===== src/rtl/periph_bus_pkg.sv =====
// periph_bus_pkg: shared types, error data and address decode for the peripheral bus.
package periph_bus_pkg;
   typedef enum logic [0:0] {IDLE = 1'b0, WAIT_READ = 1'b1} bus_state_t;
   localparam logic [31:0] BUS_ERR_DATA = 32'hDEAD_BEEF;
   function automatic logic slot_hit(input logic [31:0] addr, input logic [31:0] base, input int region_bits);
      return (addr >> region_bits) == (base >> region_bits);
   endfunction
endpackage


===== src/rtl/periph_bus_decoder_timeout.sv =====
// bus_timeout_counter: counts wait cycles of a pending read, flags the last allowed one.
module bus_timeout_counter #(
   parameter int TIMEOUT = 16
) (
   input  logic clk,
   input  logic reset,
   input  logic clear_i,
   input  logic enable_i,
   output logic expired_o
);
   localparam int W = $clog2(TIMEOUT + 1);
   logic [W-1:0] cnt_q, cnt_d;
   assign cnt_d = clear_i ? '0 : enable_i ? cnt_q + 1'b1 : cnt_q;
   // expiry is flagged one cycle early so the registered error lands on the TIMEOUT-th cycle
   assign expired_o = enable_i & (cnt_q == W'(TIMEOUT - 1));
   always_ff @(posedge clk or posedge reset) begin
      if (reset) cnt_q <= '0;
      else cnt_q <= cnt_d;
   end
endmodule


===== src/rtl/periph_bus_decoder.sv =====
// periph_bus_decoder: decodes CPU data-port accesses into peripheral strobes
// and returns read data, tracking one outstanding read with a timeout.
module periph_bus_decoder
   import periph_bus_pkg::*;
#(
   parameter int          SLOTS       = 4,
   parameter logic [31:0] BASE_ADDR   = 32'hFFFF_0000,
   parameter int          REGION_BITS = 16,
   parameter int          SLOT_SHIFT  = 8,
   parameter int          TIMEOUT     = 16
) (
   input  logic                  clk,
   input  logic                  reset,
   input  logic                  cpu_read_i,
   input  logic                  cpu_write_i,
   input  logic [31:0]           cpu_address_i,
   input  logic [31:0]           cpu_data_i,
   output logic                  cpu_wait_o,
   output logic                  cpu_read_valid_o,
   output logic [31:0]           cpu_data_o,
   output logic                  cpu_bus_error_o,
   output logic [SLOTS-1:0]      per_read_o,
   output logic [SLOTS-1:0]      per_write_o,
   output logic [31:0]           per_data_o,
   input  logic [SLOTS-1:0]      per_read_valid_i,
   input  logic [SLOTS*32-1:0]   per_data_i
);
   localparam int SW = $clog2(SLOTS);
   bus_state_t state_q, state_d;
   logic [SW-1:0] slot_q, slot_d, slot;
   logic [SLOTS-1:0] per_read_q, per_read_d, per_write_q, per_write_d, slot_oh;
   logic [31:0] per_data_q, per_data_d, cpu_data_q, cpu_data_d;
   logic rvalid_q, rvalid_d, err_q, err_d;
   logic idle, hit, rd, wr, illegal, ret, expired;
   assign idle = state_q == IDLE;
   assign hit = slot_hit(cpu_address_i, BASE_ADDR, REGION_BITS);
   assign slot = cpu_address_i[SLOT_SHIFT +: SW];
   assign slot_oh = SLOTS'(1) << slot;
   assign illegal = idle & cpu_read_i & cpu_write_i;
   assign rd = idle & cpu_read_i & ~cpu_write_i;
   assign wr = idle & cpu_write_i & ~cpu_read_i;
   // only the pending slot can complete the read; valids from other slots are ignored
   assign ret = ~idle & per_read_valid_i[slot_q];
   bus_timeout_counter #(.TIMEOUT(TIMEOUT)) u_timeout (
      .clk       (clk),
      .reset     (reset),
      .clear_i   (rd & hit),
      .enable_i  (~idle),
      .expired_o (expired)
   );
   always_comb begin
      state_d    = (rd & hit) ? WAIT_READ : (ret | expired) ? IDLE : state_q;
      slot_d     = (rd & hit) ? slot : slot_q;
      per_read_d = (rd & hit) ? slot_oh : '0;
      per_write_d = (wr & hit) ? slot_oh : '0;
      per_data_d = (wr & hit) ? cpu_data_i : per_data_q;
      rvalid_d   = (rd & ~hit) | ret | expired;
      err_d      = illegal | ((rd | wr) & ~hit) | (~ret & expired);
      cpu_data_d = ret ? per_data_i[32*slot_q +: 32] : ((rd & ~hit) | expired) ? BUS_ERR_DATA : cpu_data_q;
   end
   always_ff @(posedge clk or posedge reset) begin
      if (reset) begin
         state_q     <= IDLE;
         slot_q      <= '0;
         per_read_q  <= '0;
         per_write_q <= '0;
         per_data_q  <= '0;
         cpu_data_q  <= '0;
         rvalid_q    <= 1'b0;
         err_q       <= 1'b0;
      end else begin
         state_q     <= state_d;
         slot_q      <= slot_d;
         per_read_q  <= per_read_d;
         per_write_q <= per_write_d;
         per_data_q  <= per_data_d;
         cpu_data_q  <= cpu_data_d;
         rvalid_q    <= rvalid_d;
         err_q       <= err_d;
      end
   end
   assign cpu_wait_o       = ~idle;
   assign cpu_read_valid_o = rvalid_q;
   assign cpu_data_o       = cpu_data_q;
   assign cpu_bus_error_o  = err_q;
   assign per_read_o       = per_read_q;
   assign per_write_o      = per_write_q;
   assign per_data_o       = per_data_q;
endmodule


===== config.mk =====
export PLATFORM = sky130hd
export DESIGN_NAME = periph_bus_decoder
export DESIGN_NICKNAME = d
export VERILOG_FILES = /design/src/rtl/periph_bus_pkg.sv /design/src/rtl/periph_bus_decoder_timeout.sv /design/src/rtl/periph_bus_decoder.sv
export SDC_FILE = /design/constraint.sdc
export NUM_CORES = 1
export LEC_CHECK = 0
export CORE_UTILIZATION = 37
export CTS_BUF_LIST = sky130_fd_sc_hd__clkbuf_8
export CTS_CLUSTER_DIAMETER = 80
export DETAILED_ROUTE_END_ITERATION = 16
export PLACE_DENSITY_LB_ADDON = 0.08
export SYNTH_ARGS = -nofsm -noshare
export SYNTH_HDL_FRONTEND = slang
export SYNTH_SLANG_ARGS = --single-unit

===== constraint.sdc =====
create_clock -name clk -period 3.16 [get_ports clk]
set_input_delay 0.316 -clock clk [delete_from_list [all_inputs] [get_ports clk]]
set_output_delay 0.316 -clock clk [all_outputs]
set_load 0.02 [all_outputs]

==> impl_metrics.yaml, run 1 <==
job:
  drv_cap: 0
timing:
  setup_violations: 0
  worstMarginPinSlew_ns: 0.927
  fin_crit_ns: 2.41
  rsz0062_at_grt: "false"
  worst_slew_margin_rel: 0.380
  drv_slew: 0
  finalCritPeriodShare: 0.761
  fmax_mhz: 416
  hold_violations: 0
  finClkSkew_ns: 0.0161
  setup_tns_ns: 0
critical_path:
  cp-endpoint: "cpu_data_o[13]"
  critPathRequiredTime_ns: 3.44
  end_kind: "flop"
  regToRegStartpoint: "slot_q[1]"
  start_kind: "flop"
  r2r_end: "cpu_data_o[13]"
  worstRegToRegCells: 4
  crit_start: "slot_q[1]"
  critPathKind: "flop to flop"
  r2r_setup_slack_ns: 0.75
  crit_fanout: 20
  crit_arrival_ns: 2.68
placement:
  dp_hpwl_um: 9000
  dp.cells: 654
  io_buffers: 260
  gpl.final_weighted_congestion: 0.697
floorplan:
  chipHeight_um: 107
  die_w_um: 107
  dieArea_um2: 11400
  ios: 275
  coreArea_um2: 10500
  initial_core_util: 0.387
  placement_rows: 37
logic_synthesis:
  syn_nets: 473
  ys_ff_latch: 82
  syn_area_um2: 4050
  synth_area_leaders: "dfrtp_1, mux4_2, mux2_4"
  synth-seq-area-share: 0.506
  netlist.area_leader.share: 0.506
  synth_edf_count: 0
  synth_cells: 271
  avgSynthCellArea_um2: 15.0
  synthFlopType: "dfrtp_1"
  synth_cell_type_count: 32
  synth_top_area_cell: "dfrtp_1"
  synthArstFlopShare: 1.00
  ys_warn_count: 0
cts:
  clk_latency_ns: 0.35
  cts_buffers: 9
  cts.sinks: 82
  cts_hold_buf: 0
  clockBufferDepth: 2
  clk_pin_slew_ns: 0.09
  cts_tree: "yes"
  cts-root-buf: "clkbuf_8"
  cts_setup_buffers: 0
  cts_resized: 0
  ctsHtreeMaxLevel: 3
finish:
  final_cell_count_no_fill: 670
  fin_nets: 731
  syn_to_final_growth_pct: 72.0
  n_antenna_cell: 0
  nFillCells: 814
  ff_latch_area_um2: 2050
  multi_input_area_um2: 1830
  drive_above_1_share: 0.184
grt:
  grt-ovfl-total: 0
  grtUsageTotal: 0.205
  grt_max_degree: 44
  first_global_vias: 3555
  grt_pass1_wl_um: 17800
  antenna_found_initial: 0
power_and_ir_drop:
  finalPower_mw: 2.08
  intPower_mw: 1.60
  clockPowerShare: 0.339
  swShare: 0.233
  p_switching_mw: 0.485
  seqPwrFrac: 0.505
  p_leak_nw: 2.86
  comb_power_share: 0.156
  vdd_ir_drop_max_mv: 0.250
  power_density_nw_per_um2: 299
route:
  first_pass_iters: 4
  drt-initial-drc-count: 95
  num_vias: 3331
  routed_wl_um: 11300
  drtAntennaViolNets: 0
  via_per_inst: 4.97
  drc: 0
  avgRoutedWirePerCell_um: 16.9
hold_path:
  hold_path.class: "primary input to async pin"
status:
  outcome: "finished clean"
[per-layer routing]
metal	vias to the layer above	wire [um]	track usage
met5	-	0	0
met3	23	837	0.0480
li1	1538	-	-
met4	0	329	0.0832
met1	1612	4360	0.240
met2	158	5770	0.360
[worst max-delay path: stages (launching register included)]
cell and delay [ns]:
dfrtp_1 0.67, mux2_2 0.44, o211ai_2 0.74, buf_4 0.34, o22a_1 0.14
[layout make-up]
cell class                 instances  share of cell area
timing repair buffer             266               0.382
tap                              136              0.0244
clock inverter                     7             0.00861
inverter                          20              0.0109
sequential                        82               0.295
multi-input combinational        150               0.262
clock buffer                       9              0.0178
[synthesized netlist by cell type (2+ instances only)]
| library cell | instances |
|---|---|
| nor2_1 | 13 |
| inv_1 | 20 |
| clkbuf_1 | 4 |
| ha_1 | 2 |
| dfrtp_1 | 82 |
| o21ai_0 | 2 |
| or2_2 | 2 |
| a211oi_1 | 2 |
| nand4_1 | 5 |
| mux2_2 | 8 |
| nand2_1 | 6 |
| mux4_2 | 32 |
| xor2_1 | 2 |
| o22ai_1 | 8 |
| nand2b_1 | 3 |
| buf_6 | 3 |
| o22a_1 | 24 |
| nor3_1 | 3 |
| mux2_4 | 26 |
| buf_2 | 12 |
[power groups by stage]
| stage | registers (mW) | logic (mW) | clock network (mW) |
|---|---|---|---|
| finish | 1.05 | 0.324 | 0.706 |
| floorplan | 1.07 | 0.0745 | 0 |
| global placement | 1.07 | 0.321 | 0 |
| CTS | 1.05 | 0.329 | 0.732 |
| detailed placement | 1.07 | 0.328 | 0 |
| global route | 1.05 | 0.348 | 0.780 |
[placed cells by master (no fill, tap or decap)]
| cell type | n |
|---|---|
| mux2_4 | 26 |
| nor3_1 | 3 |
| inv_1 | 19 |
| mux2_2 | 8 |
| nand4_1 | 5 |
| and2_0 | 1 |
| o211ai_2 | 1 |
| o22ai_1 | 8 |
| inv_8 | 1 |
| clkbuf_8 | 9 |
| ha_1 | 2 |
| dfrtp_2 | 1 |
| clkinv_4 | 2 |
| nor4_4 | 1 |
| and3_1 | 1 |
| nand3_4 | 1 |
| o221ai_2 | 1 |
| nand2b_1 | 3 |
| nand2_1 | 6 |
| buf_4 | 5 |
| nand3_1 | 1 |
| o22a_1 | 24 |
| o21ai_0 | 2 |
| mux4_2 | 32 |
| o41ai_4 | 1 |
| xor2_1 | 2 |
| a31o_2 | 1 |
| buf_12 | 1 |
| or2_2 | 2 |
| a211oi_1 | 2 |
| inv_6 | 3 |
| dfrtp_1 | 81 |
| mux2_1 | 1 |
| xnor2_1 | 1 |
| clkdlybuf4s50_1 | 260 |
| clkinv_2 | 2 |
| mux2i_1 | 1 |
| nor2_1 | 13 |
[flip-flops by register name, indices dropped and copies added, names as in the netlist]
register / cells
per_read_o: 4
cpu_bus_error_o: 1
per_write_o: 4
cpu_data_o: 32
cpu_wait_o: 1
cpu_read_valid_o: 1
u_timeout.cnt_q: 5
slot_q: 2
per_data_o: 32
[stage by stage]
step | utilization | worst slack, ns | hold slack [ns] | area, um^2
floorplan | - | 0.736 | 0.387 | 4050
global placement | 0.649 | 0.736 | 0.473 | 6790
detailed placement | 0.649 | 0.688 | 0.486 | 6790
CTS | 0.666 | 0.699 | 0.412 | 6970
global route | 0.666 | 0.552 | 0.460 | 6970
finish | 0.666 | 0.755 | 0.389 | 6970
[how the worst min path moves through the flow]
stage	startpoint	endpoint	slack [ns]
after floorplan	cpu_address_i[9]	per_read_o[0]	0.39
after global placement	cpu_data_o[0]	cpu_data_o[0]	0.47
after detailed placement	cpu_data_o[0]	cpu_data_o[0]	0.49
after CTS	reset	cpu_data_o[12]	0.41
after global routing	reset	cpu_data_o[14]	0.46
final	reset	cpu_data_o[12]	0.39
[logic make-up after synthesis]
family	Yosys count	synth area share
flip-flops	82	0.506
multiplexers	68	0.302
AO/OA/AOI/OAI	40	0.0834
buffers and inverters	39	0.0454
AND/OR/NAND/NOR	37	0.0506
XOR/XNOR	3	0.00648
adder cells (fa/ha/maj)	2	0.00617
(Power assumes the default switching activity.)
==> run 2, diff against run 1 <==
--- a/config.mk
+++ b/config.mk
@@ -5,7 +5,7 @@
 export SDC_FILE = /design/constraint.sdc
 export NUM_CORES = 1
 export LEC_CHECK = 0
-export CORE_UTILIZATION = 37
+export CORE_UTILIZATION = 33
 export CTS_BUF_LIST = sky130_fd_sc_hd__clkbuf_8
 export CTS_CLUSTER_DIAMETER = 80
 export DETAILED_ROUTE_END_ITERATION = 16
==> constraint.sdc (replaced) <==
create_clock -name clk -period 2.12 [get_ports clk]
set_input_delay 0.212 -clock clk [delete_from_list [all_inputs] [get_ports clk]]
set_output_delay 0.212 -clock clk [all_outputs]
set_load 0.02 [all_outputs]
==> run 2 against run 1 <==
Clock skew shrank 0.0068 ns. Sequential share of layout area decreased by 0.80 points. Worst hold slack lost 0.055 ns. Combinational power up 54%. Die area grew 12%. Global-route usage fell by 1.7 points. Design area increased by 2.8%. Critical path type unchanged. Largest power group unchanged.
==> impl_metrics.yaml, run 2 (synthesized netlist as in run 1, its figures left out) <==
status:
  outcome: "finished clean"
power_and_ir_drop:
  seqPwrFrac: 0.516
  intPower_mw: 2.35
  comb_power_share: 0.164
  finalPower_mw: 3.04
  swShare: 0.225
  p_switching_mw: 0.683
  p_leak_nw: 2.94
  vdd_ir_drop_max_mv: 0.224
  clockPowerShare: 0.320
  power_density_nw_per_um2: 424
route:
  routed_wl_um: 11500
  avgRoutedWirePerCell_um: 16.5
  drt-initial-drc-count: 119
  num_vias: 3411
  drc: 0
  top_layer: "met4"
  wl_met2_um: 5860
  wl_met1_um: 4570
  drtAntennaViolNets: 0
  first_pass_iters: 4
  via_per_inst: 4.92
  met3WireLength_um: 905
grt:
  grt-ovfl-total: 0
  antenna_found_initial: 0
  grt_max_degree: 83
  grt_pass1_wl_um: 18200
  grtUsageTotal: 0.188
  first_global_vias: 3508
timing:
  setup_violations: 0
  fin_crit_ns: 2.03
  worstMarginPinSlew_ns: 0.578
  worst_slew_margin_rel: 0.613
  layout_setup_ws_ns: 0.0877
  hold_violations: 0
  fmax_mhz: 492
  finClkSkew_ns: 0.00930
  setup_tns_ns: 0
  drv_slew: 0
  finalCritPeriodShare: 0.959
  rsz0062_at_grt: "false"
placement:
  dp.cells: 674
  io_buffers: 260
  gpl.final_weighted_congestion: 0.788
  pre_cts_ws_ns: -0.0539
  dp_hpwl_um: 8650
critical_path:
  crit_fanout: 12
  end_kind: "flop"
  path_cells: "ha_2, and3_4, ha_4, or2_4, o221ai_4, o41ai_4, buf_12, o22a_1"
  crit_arrival_ns: 2.28
  worstRegToRegCells: 8
  r2r_end: "cpu_data_o[13]"
  crit_start: "u_timeout.cnt_q[1]"
  critPathKind: "flop to flop"
  cp-endpoint: "cpu_data_o[13]"
  start_kind: "flop"
  regToRegStartpoint: "u_timeout.cnt_q[1]"
  cpPeakStageDelay_ns: 0.39
  critPathRequiredTime_ns: 2.37
  r2r_setup_slack_ns: 0.09
  crit_slowest_cell: "dfrtp_1"
cts:
  clk_pin_slew_ns: 0.08
  cts-root-buf: "clkbuf_8"
  cts_tree: "yes"
  clockBufferDepth: 2
  cts_hold_buf: 0
  ctsHtreeMaxLevel: 3
  clk_latency_ns: 0.36
  cts.sinks: 82
  cts_buffers: 9
floorplan:
  coreArea_um2: 12000
  ios: 275
  chipHeight_um: 113
  initial_core_util: 0.337
  die_w_um: 113
  placement_rows: 40
  dieArea_um2: 12700
finish:
  fin_nets: 744
  final_cell_count_no_fill: 693
  final_common_cell: "clkdlybuf4s50_1"
  drive_above_1_share: 0.205
  final_cell_mix: "clkdlybuf4s50_1, dfrtp_1, mux4_2, mux2_4, o22a_1"
  nFillCells: 1005
  n_antenna_cell: 0
  syn_to_final_growth_pct: 76.8
hold_path:
  hold_path.class: "primary input to async pin"
job:
  drv_cap: 0
run 2: critical path: cells and delay by family (launching register included):
family | cells | cell delay [ns]
AO/OA/AOI/OAI | 3 | 0.58
adder cells (fa/ha/maj) | 2 | 0.35
buffers and inverters | 1 | 0.19
flip-flops | 1 | 0.39
AND/OR/NAND/NOR | 2 | 0.41
run 2: power by group through the flow:
stage / registers [mW] / clock network (mW) / logic (mW)
2_1_floorplan: 1.60 / 0 / 0.112
3_3_place_gp: 1.60 / 0 / 0.485
3_5_place_dp: 1.60 / 0 / 0.493
4_1_cts: 1.57 / 1.01 / 0.509
5_1_grt: 1.57 / 1.08 / 0.536
6_report: 1.57 / 0.970 / 0.499
run 2: worst min-delay path by stage:
| stage | startpoint | end | cells past startpoint |
|---|---|---|---|
| finish | reset | cpu_data_o[11] | 3 |
| global route | reset | per_data_o[31] | 3 |
| CTS | reset | per_data_o[31] | 3 |
| detailed placement | cpu_data_o[0] | cpu_data_o[0] | 1 |
| global placement | cpu_data_o[0] | cpu_data_o[0] | 1 |
| floorplan | cpu_address_i[9] | per_read_o[0] | 1 |
run 2: layer usage:
metal / vias up / GRT usage
li1: 1564 / -
met4: 0 / 0.0587
met3: 10 / 0.0584
met1: 1690 / 0.220
met5: - / 0
met2: 147 / 0.328
run 2: timing repair:
action	in CTS	in global routing
endpoints found under the setup margin	25	6
pin swaps	3	1
buffers inserted	1	1
gates resized for setup	6	1
cloned	2	0
run 2: layout make-up:
cell class / count / area (um^2) / area share
Multi-Input combinational cell: 150 / 1860 / 0.260
Inverter: 20 / 78.8 / 0.0110
Clock buffer: 9 / 124 / 0.0173
Timing Repair Buffer: 279 / 2830 / 0.395
Sequential cell: 82 / 2050 / 0.286
Clock inverter: 6 / 36.3 / 0.00506
Tap cell: 147 / 184 / 0.0257
run 2: through the flow:
step	hold slack, ns	util	area (um^2)
finish	0.334	0.597	7170
CTS	0.345	0.597	7170
floorplan	0.283	-	4060
global route	0.368	0.597	7170
global placement	0.474	0.576	6920
detailed placement	0.483	0.576	6920
==> run 3, diff against run 2 <==
--- a/config.mk
+++ b/config.mk
@@ -8,6 +8,7 @@
 export CORE_UTILIZATION = 33
 export CTS_BUF_LIST = sky130_fd_sc_hd__clkbuf_8
 export CTS_CLUSTER_DIAMETER = 80
+export CTS_CLUSTER_SIZE = 16
 export DETAILED_ROUTE_END_ITERATION = 16
 export PLACE_DENSITY_LB_ADDON = 0.08
 export SYNTH_ARGS = -nofsm -noshare
==> results of run 3 <==
The final DEF is identical to that of run 2; final timing and power are the same.
